==> src/rtl/beta_ex.sv <==
// beta_ex: Beta execute stage with ALU, kill/exception injection, EX/MEM register and a 32-cycle iterative divider.
module beta_ex #(
    parameter logic [31:0] NOP_INSTR = 32'h83FFF800,
    parameter logic [31:0] EXC_INSTR = 32'h77DF0000
) (
    input  logic        clk,
    input  logic        rst,
    input  logic        stall,
    input  logic [1:0]  irsrc,
    input  logic [31:0] pcin,
    input  logic [31:0] irin,
    input  logic [31:0] a,
    input  logic [31:0] b,
    input  logic [31:0] d,
    output logic [31:0] pcout,
    output logic [31:0] irout,
    output logic [31:0] y,
    output logic [31:0] dout,
    output logic        busy,
    output logic [4:0]  byp_wa,
    output logic        byp_we,
    output logic        byp_valid
);
    typedef enum logic [1:0] {IDLE, RUN, DONE} state_t;
    state_t state, stateNext;
    logic [4:0]  count;
    logic [31:0] rem, quo, dvs, divPc, divIr, divD, aluY;
    logic [32:0] trial;
    logic        divNeg, divZero, isDiv, loadIdle;
    logic [5:0]  op, opOut;
    assign op       = irin[31:26];
    assign opOut    = irout[31:26];
    assign isDiv    = irsrc == 2'b00 && (op == 6'h23 || op == 6'h33);
    assign loadIdle = state == IDLE && !stall;
    assign busy     = state != IDLE;
    assign trial    = {rem, quo[31]} - {1'b0, dvs};
    always_comb begin
        aluY = '0;
        if (op[5]) begin
            case (op[3:0])
                4'h0: aluY = a + b;
                4'h1: aluY = a - b;
                4'h2: aluY = a * b;
                4'h4: aluY = {31'd0, a == b};
                4'h5: aluY = {31'd0, $signed(a) < $signed(b)};
                4'h6: aluY = {31'd0, $signed(a) <= $signed(b)};
                4'h8: aluY = a & b;
                4'h9: aluY = a | b;
                4'hA: aluY = a ^ b;
                4'hB: aluY = ~(a ^ b);
                4'hC: aluY = a << b[4:0];
                4'hD: aluY = a >> b[4:0];
                4'hE: aluY = $signed(a) >>> b[4:0];
                default: aluY = '0;
            endcase
        end else begin
            aluY = (op == 6'h18 || op == 6'h19 || op == 6'h1F) ? a + b :
                   (op == 6'h1B || op == 6'h1C || op == 6'h1D) ? pcin : '0;
        end
    end
    always_comb begin
        stateNext = state;
        stateNext = state == IDLE ? (isDiv && !stall ? RUN : IDLE) :
                    state == RUN  ? (count == 5'd31 ? DONE : RUN) :
                                    (stall ? DONE : IDLE);
    end
    always_ff @(posedge clk) begin
        if (rst) begin
            state <= IDLE;
            count <= '0;
            pcout <= '0;
            irout <= NOP_INSTR;
            y     <= '0;
            dout  <= '0;
        end else begin
            state <= stateNext;
            if (loadIdle) begin
                pcout <= pcin;
                dout  <= d;
                irout <= irsrc == 2'b00 ? (isDiv ? NOP_INSTR : irin) : irsrc == 2'b10 ? EXC_INSTR : NOP_INSTR;
                y     <= irsrc == 2'b00 ? (isDiv ? '0 : aluY) : irsrc == 2'b10 ? pcin : '0;
            end
            if (loadIdle && isDiv) begin
                rem     <= '0;
                quo     <= a[31] ? -a : a;
                dvs     <= b[31] ? -b : b;
                divNeg  <= a[31] ^ b[31];
                divZero <= b == '0;
                divPc   <= pcin;
                divIr   <= irin;
                divD    <= d;
                count   <= '0;
            end
            // restoring step: subtract divisor from the shifted partial remainder when it fits
            if (state == RUN) begin
                rem   <= trial[32] ? {rem[30:0], quo[31]} : trial[31:0];
                quo   <= {quo[30:0], ~trial[32]};
                count <= count + 5'd1;
            end
            if (state == DONE && !stall) begin
                pcout <= divPc;
                irout <= divIr;
                dout  <= divD;
                y     <= divZero ? '1 : divNeg ? -quo : quo;
            end
        end
    end
    assign byp_wa    = irout[25:21];
    assign byp_we    = byp_wa != 5'd31 &&
                       ((opOut[5] && opOut[3:0] != 4'h7 && opOut[3:0] != 4'hF) ||
                        opOut == 6'h18 || opOut == 6'h1B || opOut == 6'h1C ||
                        opOut == 6'h1D || opOut == 6'h1F);
    assign byp_valid = !(opOut == 6'h18 || opOut == 6'h1F);
endmodule

==> config.mk <==
export PLATFORM = sky130hd
export DESIGN_NAME = beta_ex
export DESIGN_NICKNAME = d
export VERILOG_FILES = /design/src/rtl/beta_ex.sv
export SDC_FILE = /design/constraint.sdc
export NUM_CORES = 2
export LEC_CHECK = 0
export ABC_AREA = 1
export BUFFER_PORTS_ARGS = -buffer_cell sky130_fd_sc_hd__buf_2
export CELL_PAD_IN_SITES_DETAIL_PLACEMENT = 1
export CELL_PAD_IN_SITES_GLOBAL_PLACEMENT = 1
export CORE_MARGIN = 4
export CORE_UTILIZATION = 40
export CTS_BUF_LIST = sky130_fd_sc_hd__clkbuf_4 sky130_fd_sc_hd__clkbuf_8
export DETAILED_ROUTE_END_ITERATION = 8
export GPL_ROUTABILITY_DRIVEN = 1
export PLACE_DENSITY = 0.71
export SLEW_MARGIN = 20
export SYNTH_ARGS = -nofsm -noshare
export SYNTH_HDL_FRONTEND = slang
export SYNTH_SLANG_ARGS = --single-unit
==> constraint.sdc <==
create_clock -name clk -period 8.3 [get_ports clk]
set_input_delay 0 -clock clk [delete_from_list [all_inputs] [get_ports clk]]
set_output_delay 0 -clock clk [all_outputs]
set_load 0.005 [all_outputs]
==> key figures <==
Synthesis
  • #FFs+latches synth: 329
  • Mapped Nets: approximately 7000
  • Simple-gate share of the synthesized area: 22.9%
  • Mux contribution to synthesized area: less than 1%
  • Ys async rst share: 0%
  • Xor/xnor share of the synthesized area: approximately 2.1%
  • Synth Area in Compound Gates: 15.2%
  • Main area contributors after synthesis: fa_1, edfxtp_1, nand2_1
  • Post-Syn Area: approximately 43000 um2
  • Post-synth cell types: between 60 and 70
  • Largest family of logic cells by synthesized area: adder cells
  • Mean Syn Cell Area: between 7 and 8 um2
  • Post-synth EDFFs: 194
  • Share of the synthesized area in the top cell type: about a fifth
  • Sequential fraction of the synthesis area: 19.7%
  • Syn. warnings: 0
  • Cells after Synth: a little over 6000
  • Cell taking the most area after synthesis: fa_1
  • Ys flop type: edfxtp_1
  • Post-Synth Adder-Cell Area: approximately a quarter

STA
  • Max_slew headroom: about an eighth
  • Layout Skew: 37.4 ps
  • Period utilisation layout: between 90% and 100%
  • Setup-failing EPs final: 0
  • Slew Viols, Final: 0
  • Fmax: 131 MHz
  • Setup Total Neg Slack: 0 ps
  • Number of hold violations in the final report: 0
  • Worst-Margin Slew: ~1300 ps
  • Worst setup margin: approximately 690 ps
  • RSZ-0062 raised after global routing: no
  • Tmin final: approximately 7600 ps

Power
  • Max rail drop VDD: roughly 1.2 mV
  • Pwr dens: about 450 nW/um2
  • P_leak: ~25 nW

Setup path
  • Required time of the critical path: between 8000 and 9000 ps
  • Worst Setup Start Kind: input pin
  • Critical path's slowest cell: o21ai_0
  • Kind of critical path: in2reg
  • WP data arrival: 8100 ps
  • Crit path max fanout: 20
  • Worst path max stage delay: around 750 ps
  • Buffer and inverter count on the worst path: 8
  • CP dominant cell by count: fa_1
  • CP top delay family: adder cells
  • Crit path capture type: flop

Global routing
  • Number of antenna violations at the first check in global routing: 15
  • Vias in the first global route: roughly 47000
  • Largest net degree at the start of global routing: 79
  • First-pass GRT wire length: about 330000 um
  • Total Routing Usage GR: between 30% and 40%
  • Grt ovf: 0

Route
  • DRT iter0 DRCs: approximately 4300
  • Via density: roughly 5.7
  • Antenna Nets Post-Route: 0
  • Total Routed Length: approximately 230000 um
  • DRT Pass-1 Iters: 6
  • DR vias: 45000
  • DRC: 0
  • Routed WL per cell: 28.9 um

Cells and area
  • Area Growth Syn to Fin: 11.8%
  • Share of cells above drive strength 1: approximately a tenth
  • Fin cells: roughly 8000
  • Total Nets Final: between 7000 and 8000

Floorplanning
  • Ports: 301
  • Chip height: ~340 um
  • Full die area: about 110000 um2
  • CORE AREA: 107000 um2
  • Initial Util: ~40%
  • Core Rows: 120
  • Die W: 337 um

Clock network
  • CTS root buf: clkbuf_8
  • H-tree depth: 2
  • Clock Latency Late Sink: 650 ps
  • CTS Buf Count: 51
  • CTS Sinks: ~330
  • CTS tree: built
  • Clock Pin Slew Worst Setup and Hold Paths: approximately 60 ps
  • Max Root-Sink Buffers: 3
  • Setup repair bufs after CTS: 0

Outcome
  • Outcome: completed

Place
  • Placed Cells: 7642
  • GPL Wtd Cong: about 1.1
  • Final HPWL DP: about 180000 um
  • Dpl ws: 347 ps
  • Count of input and output buffers: 300

Hold path
  • Worst Hold Class: in2reg

Flow run
  • Max Cap Viol: 0
==> area by class of cell <==
class                           instances  area [um2]
Clock buffer                           79        1000
Timing Repair Buffer                  539        3580
Sequential cell                       329        8530
Antenna cell                            6        15.0
Multi-Input combinational cell       4287       29000
Tap cell                             1403        1760
Fill cell                           13800       58800
Inverter                             1184        4450
Clock inverter                         17         126
==> worst min-delay path, stage by stage <==
cell and delay, ps:
buf_2 110, nor2_1 110, inv_1 80, nor2_1 130, nor4_1 70, o21ai_0 150
==> report_power, final <==
group / internal, mW / switching (mW) / leakage (nW)
Sequential: 1.77 / 0.0252 / 2.86
Clock: 0.805 / 0.693 / 0.604
Combinational: 6.24 / 12.2 / 21.4
Total: 8.81 / 13.0 / 24.8
==> synthesized netlist by cell type (24+ instances only) <==
| cell type | n |
|---|---|
| a211oi_1 | 32 |
| a21oi_1 | 344 |
| a221oi_1 | 37 |
| a31oi_1 | 73 |
| buf_1 | 39 |
| buf_2 | 65 |
| clkbuf_1 | 211 |
| dfxtp_1 | 135 |
| edfxtp_1 | 194 |
| fa_1 | 411 |
| ha_1 | 257 |
| inv_1 | 1159 |
| nand2_1 | 1500 |
| nand3_1 | 278 |
| nand4_1 | 41 |
| nor2_1 | 391 |
| nor3_1 | 48 |
| nor4_1 | 24 |
| o211ai_1 | 38 |
| o21ai_0 | 415 |
| o21ai_1 | 36 |
| o221ai_1 | 32 |
| o22ai_1 | 38 |
| xor2_1 | 86 |
==> cell usage in the layout (no fill, tap or decap), types with 72 or more instances in the layout <==
cell type,Yosys,final
xor2_1,86,86
fa_1,411,411
nand2_1,1500,1497
a21oi_1,344,344
nand3_1,278,278
dlygate4sd3_1,0,100
ha_1,257,257
buf_2,65,298
dfxtp_1,135,135
a31oi_1,73,72
edfxtp_1,194,194
o21ai_0,415,415
inv_1,1159,1155
nor2_1,391,385
buf_4,8,139
==> kinds of logic (layout without fill, tap and decap cells) <==
family,Yosys count,after routing
AND/OR/NAND/NOR,2370,2370
buffers and inverters,1516,1819
AO/OA/AOI/OAI,1139,1139
adder cells (fa/ha/maj),668,668
flip-flops,329,329
XOR/XNOR,104,104
multiplexers,6,6
other,0,6
==> timing repair <==
action	4_1_cts	5_1_grt
gates resized for setup	0	0
setup endpoints to repair	0	0
hold endpoints to repair	236	0
hold buffers	100	0
==> per-stage QoR <==
step	hold WS (ps)	utilization [%]	power (mW)	instance area (um2)
2_1_floorplan	98.9	-	13.3	43300
3_3_place_gp	192	43.2	19.8	46300
3_5_place_dp	193	43.2	20.0	46300
4_1_cts	12.4	45.1	21.7	48400
5_1_grt	60.2	45.1	23.9	48400
6_report	56.5	45.2	21.8	48400
==> final timing paths <==
kind                  from        end  slack, ps  cells past startpoint
setup / recovery     b[11]      y[31]        690                     31
hold / removal    irsrc[1]  irout[31]         60                      6
setup reg to reg  state[1]      y[22]       4320                     10
hold reg to reg       y[7]       y[7]        470                      2
==> layer usage <==
metal	GRT usage (%)	share of wire (%)	vias up
met5	0	0.019	-
met4	24.5	7.9	6
met3	6.21	7.9	574
met2	63.6	45	2133
met1	49.6	40	22300
li1	-	-	20000
(Power assumes the default switching activity.)
